===== src/rtl/slr_crossing_fifo.sv =====
// Parametrised FWFT synchronous FIFO for inter-SLR valid/ready crossings.
// Define SLR_FIFO_REG_READY_EN for a registered enq_ready with AF_MARGIN skid entries.
module slr_crossing_fifo #(
  parameter int DATA_W    = 32,
  parameter int DEPTH     = 8,
  parameter int AF_MARGIN = 2
) (
  input  logic                       clock,
  input  logic                       reset,
  input  logic                       flush,
  input  logic                       enq_valid,
  output logic                       enq_ready,
  input  logic [DATA_W-1:0]          enq_bits,
  output logic                       deq_valid,
  input  logic                       deq_ready,
  output logic [DATA_W-1:0]          deq_bits,
  output logic [$clog2(DEPTH):0]     count,
  output logic                       overflow
);

  localparam int PTR_W = $clog2(DEPTH);
  localparam int CNT_W = PTR_W + 1;
  localparam logic [CNT_W-1:0] FULL_CNT = CNT_W'(DEPTH);

  if ((DEPTH < 4) || ((1 << PTR_W) != DEPTH)) begin : g_depth_chk
    $error("slr_crossing_fifo: DEPTH must be a power of two >= 4");
  end
  if ((AF_MARGIN < 1) || (AF_MARGIN > DEPTH - 2)) begin : g_margin_chk
    $error("slr_crossing_fifo: AF_MARGIN must be in 1..DEPTH-2");
  end

  logic [DATA_W-1:0] mem [DEPTH];
  logic [PTR_W-1:0]  wr_ptr;
  logic [PTR_W-1:0]  rd_ptr;
  logic [CNT_W-1:0]  count_q;
  logic [CNT_W-1:0]  count_nxt;
  logic              overflow_q;
  logic              full;
  logic              empty;
  logic              enq_fire;
  logic              deq_fire;

  // Acceptance uses true occupancy so beats in flight behind a registered ready survive.
  always_comb begin
    full      = (count_q == FULL_CNT);
    empty     = (count_q == '0);
    enq_fire  = enq_valid && !full && !flush;
    deq_fire  = deq_ready && !empty && !flush;
    count_nxt = count_q;
    if (flush) begin
      count_nxt = '0;
    end else begin
      count_nxt = count_q + CNT_W'(enq_fire) - CNT_W'(deq_fire);
    end
  end

  always_ff @(posedge clock) begin
    if (!reset) begin
      wr_ptr     <= '0;
      rd_ptr     <= '0;
      count_q    <= '0;
      overflow_q <= 1'b0;
    end else if (flush) begin
      wr_ptr  <= '0;
      rd_ptr  <= '0;
      count_q <= '0;
    end else begin
      if (enq_fire) wr_ptr <= wr_ptr + 1'b1;
      if (deq_fire) rd_ptr <= rd_ptr + 1'b1;
      count_q <= count_nxt;
      // No full-bypass: a beat offered while full is lost even if the head leaves.
      if (enq_valid && full) overflow_q <= 1'b1;
    end
  end

  // Storage carries data only and is never reset.
  always_ff @(posedge clock) begin
    if (reset && enq_fire) mem[wr_ptr] <= enq_bits;
  end

  assign deq_valid = !empty;
  assign deq_bits  = empty ? '0 : mem[rd_ptr];
  assign count     = count_q;
  assign overflow  = overflow_q;

`ifdef SLR_FIFO_REG_READY_EN
  logic enq_ready_q;

  // Looks at next occupancy so ready drops on the same edge the threshold is reached.
  always_ff @(posedge clock) begin
    if (!reset) begin
      enq_ready_q <= 1'b1;
    end else if (flush) begin
      enq_ready_q <= 1'b1;
    end else begin
      enq_ready_q <= (count_nxt < CNT_W'(DEPTH - AF_MARGIN));
    end
  end

  assign enq_ready = enq_ready_q;
`else
  assign enq_ready = !full;
`endif

endmodule

===== config.mk =====
export PLATFORM = sky130hd
export DESIGN_NAME = slr_crossing_fifo
export DESIGN_NICKNAME = d
export VERILOG_FILES = /design/src/rtl/slr_crossing_fifo.sv
export SDC_FILE = /design/constraint.sdc
export NUM_CORES = 1
export LEC_CHECK = 0
export ABC_AREA = 1
export CAP_MARGIN = 10
export CORE_MARGIN = 2
export CORE_UTILIZATION = 63
export DETAILED_ROUTE_END_ITERATION = 12
export DONT_BUFFER_PORTS = 1
export PLACE_DENSITY = 0.83
export SLEW_MARGIN = 20
export SYNTH_ARGS = -nofsm -noshare
export SYNTH_HDL_FRONTEND = slang
export SYNTH_SLANG_ARGS = --single-unit
export TNS_END_PERCENT = 20

===== constraint.sdc =====
create_clock -name clock -period 4.85 [get_ports clock]
set_clock_uncertainty 0.2 [all_clocks]
set_input_delay 0.97 -clock clock [delete_from_list [all_inputs] [get_ports clock]]
set_output_delay 0.97 -clock clock [all_outputs]
set_load 0.01 [all_outputs]

==> metrics.md <==
| Metric | Value |
|---|---|
| Largest family of logic cells by synthesized area | `simple AND/OR/NAND/NOR gates` |
| CTS Buffer Depth | `3` |
| Num ports | `76` |
| Detailed Place HPWL | `13360 um` |
| Antenna fix cells | `0` |
| Max Cap Viol | `0` |
| Final Hold Vio Count | `0` |
| Post-synthesis net count | `1255` |
| CTS tree | `yes` |
| Root Driver | `clkbuf_16` |
| CP required | `3680 ps` |
| Starting Density | `63.99%` |
| Congestion Overflow GR | `0` |
| Fin area | `0.01296 mm^2` |
| Cell Pwr Density | `367.0 mW/mm^2` |
| Top cell type's share of synthesized area | `64.66%` |
| Post-CTS sizing | `0` |
| Largest net degree at the start of global routing | `69` |
| Worst hold path class | `register to register` |
| Final WL | `24450 um` |
| GRT Total Usage | `24.47%` |
| First-pass GRT wire length | `38770 um` |
| RR Startpoint | `count[2]` |
| Placer Congestion | `0.8095` |
| DIE HEIGHT | `141.4 um` |
| Slew Viols, Final | `0` |
| Yosys cell types | `21` |
| Worst Reg-to-Reg Cells | `5` |
| Multiplexer share of the synthesized area | `0%` |
| Post-synthesis adder-cell area fraction | `0.9051%` |
| Leak | `0.005600 uW` |
| Rows | `50` |
| Met2 wire len | `12750 um` |
| Number of port buffers | `0` |
| Simple logic cell fraction of the synthesized area | `20.81%` |
| Routed length per instance | `16.83 um` |
| Total clock sinks | `270` |
| Vias in the first global route | `7878` |
| Setup bufs post-CTS | `0` |
| Cell Count, Final, Fillers Out | `1453` |
| Routed vias | `7793` |
| Syn Inst Count | `1210` |
| Fin worst setup slack | `1210 ps` |
| Footprint of the multi-input gates | `0.002690 mm^2` |
| Period minus WS final | `3640 ps` |
| Synthesis Warnings | `0` |
| Via/cell ratio | `5.363` |
| Hold_sp | `rd_ptr[2]` |
| Mapped Avg Cell Area | `9.826 um^2` |
| Slew @ Worst Pin | `1111 ps` |
| Hold-fix buffers at CTS | `0` |
| Wl on met1 | `9302 um` |
| WS Path Type | `register to output port` |
| Post-synthesis register bit count | `270` |
| Compound-Gate Fraction of Synth Area | `0.3789%` |
| Routed Antenna Nets | `0` |
| Most frequent cells in the layout | `nand2_1 (336), inv_1 (273), edfxtp_1 (256), nand3_1 (169), nor2_1 (76)` |
| # fillers | `1234` |
| Area leader, netlist | `edfxtp_1` |
| Net count, final | `1245` |
| Worst Setup End Kind | `output port` |
| Clock latency on the worst-skew pair | `520 ps` |
| Iteration-0 DRC Markers | `639` |
| FF+latch area | `0.007974 mm^2` |
| Crit path DAT | `2470 ps` |
| Sequential fraction of the synthesis area | `67.02%` |
| Instance area after placement | `0.01208 mm^2` |
| RSZ-0062 raised after global routing | `no` |
| Layout cell share with drive strength beyond 1 | `5.578%` |
| Synth Area in XOR/XNOR | `0.07367%` |
| CORE AREA | `0.01858 mm^2` |
| Setup crit end | `deq_bits[16]` |
| R2R Path End | `mem[6][8]` |
| Commonest non-fill, non-tap cell in the layout | `nand2_1` |
| Hold Slack | `269.4 ps` |
| Crit path launch type | `register` |
| # setup viols final | `0` |
| Rel. slew slack | `25.73%` |
| Initial antenna violation count | `0` |
| Total negative setup slack | `0 ps` |
| Final period util | `75.06%` |
| DRC viols | `0` |
| Pre-Repair DR Iteration Count | `5` |
| Die Area | `0.01999 mm^2` |
| Die width | `141.4 um` |
| TritonCTS buffer count | `26` |
| Max Clock Freq | `274.7 MHz` |
| Max IR drop VDD | `0.2748 mV` |
| Pre-CTS setup slack | `1600 ps` |
| Placed Cells | `1405` |
| Status | `finished, final reports clean` |
| DR top layer | `met4` |
| Routed wl met3 | `1993 um` |
| Cell area after synthesis | `0.01189 mm^2` |
| P&R area growth vs syn | `9.008%` |
| Max Fanout on Critical Path | `38` |
| Clock transition at the registers of the reported paths | `60 ps` |
| Top cells by area, synth | `edfxtp_1 (65%), nand2_1 (11%), inv_1 (8.6%)` |
| FF-to-FF setup slack | `1920 ps` |
| Htree depth | `1` |
registers in the layout, summed over array words and instances, names as in the netlist, named ones only:
signal    cells
wr_ptr        3
count         4
mem         256
rd_ptr        3
overflow      1
cells by family (layout without fill, tap and decap cells):
group	count (synthesis)	count (layout)
fa+ha+maj	8	8
flops	270	270
compound gates	9	9
buf+inv	326	335
simple gates	596	596
xor+xnor	1	1
power breakdown:
part           internal [uW]  switching, uW
Combinational           51.3            142
Clock                   1160            835
Sequential              2560           8.84
Total                   3770            986
worst max-delay path: stages (launching register included):
cell and delay (ps):
dfxtp_2 320, inv_2 470, buf_4 550, nand3_1 190, nand2_1 110, nor2_1 60, nor2_1 230
per-stage QoR:
step	total power (uW)	utilization (%)
after floorplan	2768	-
after global placement	2807	65.02
after detailed placement	2812	65.02
after CTS	4771	69.60
after global routing	4890	69.75
final	4756	69.75
layer usage:
metal	global-route usage (%)	vias to the layer above
met3	4.590	37
met5	0	-
met4	8.000	0
met2	43.74	302
li1	-	3767
met1	30.27	3687
layout make-up:
type / instances / share of cell area [%]
well taps: 234 / 2.259
repair buffers: 13 / 0.9075
clock buffers: 35 / 5.908
inverters: 275 / 7.975
multi-input cells: 614 / 20.76
flip-flops and latches: 270 / 61.53
clock inverters: 12 / 0.6662
Yosys cell counts:
| master | n |
|---|---|
| nand2_1 | 336 |
| inv_1 | 273 |
| edfxtp_1 | 256 |
| nand3_1 | 169 |
| nor2_1 | 82 |
| buf_2 | 29 |
| dfxtp_1 | 14 |
| a21oi_1 | 8 |
| buf_1 | 8 |
| buf_4 | 7 |
| clkbuf_1 | 7 |
| ha_1 | 7 |
| nor3_1 | 3 |
| inv_2 | 2 |
| nand3b_1 | 2 |
| nand4_1 | 2 |
| fa_1 | 1 |
| nand3_2 | 1 |
| o21ai_0 | 1 |
| or2_2 | 1 |
| xor2_1 | 1 |
worst min path at each step:
stage	depth (start not counted)	slack, ps	end
after global placement	2	250	register
after detailed placement	2	260	register
after CTS	2	270	register
final	2	270	register
after floorplan	2	250	register
after global routing	2	310	register
(Power assumes the default switching activity.)
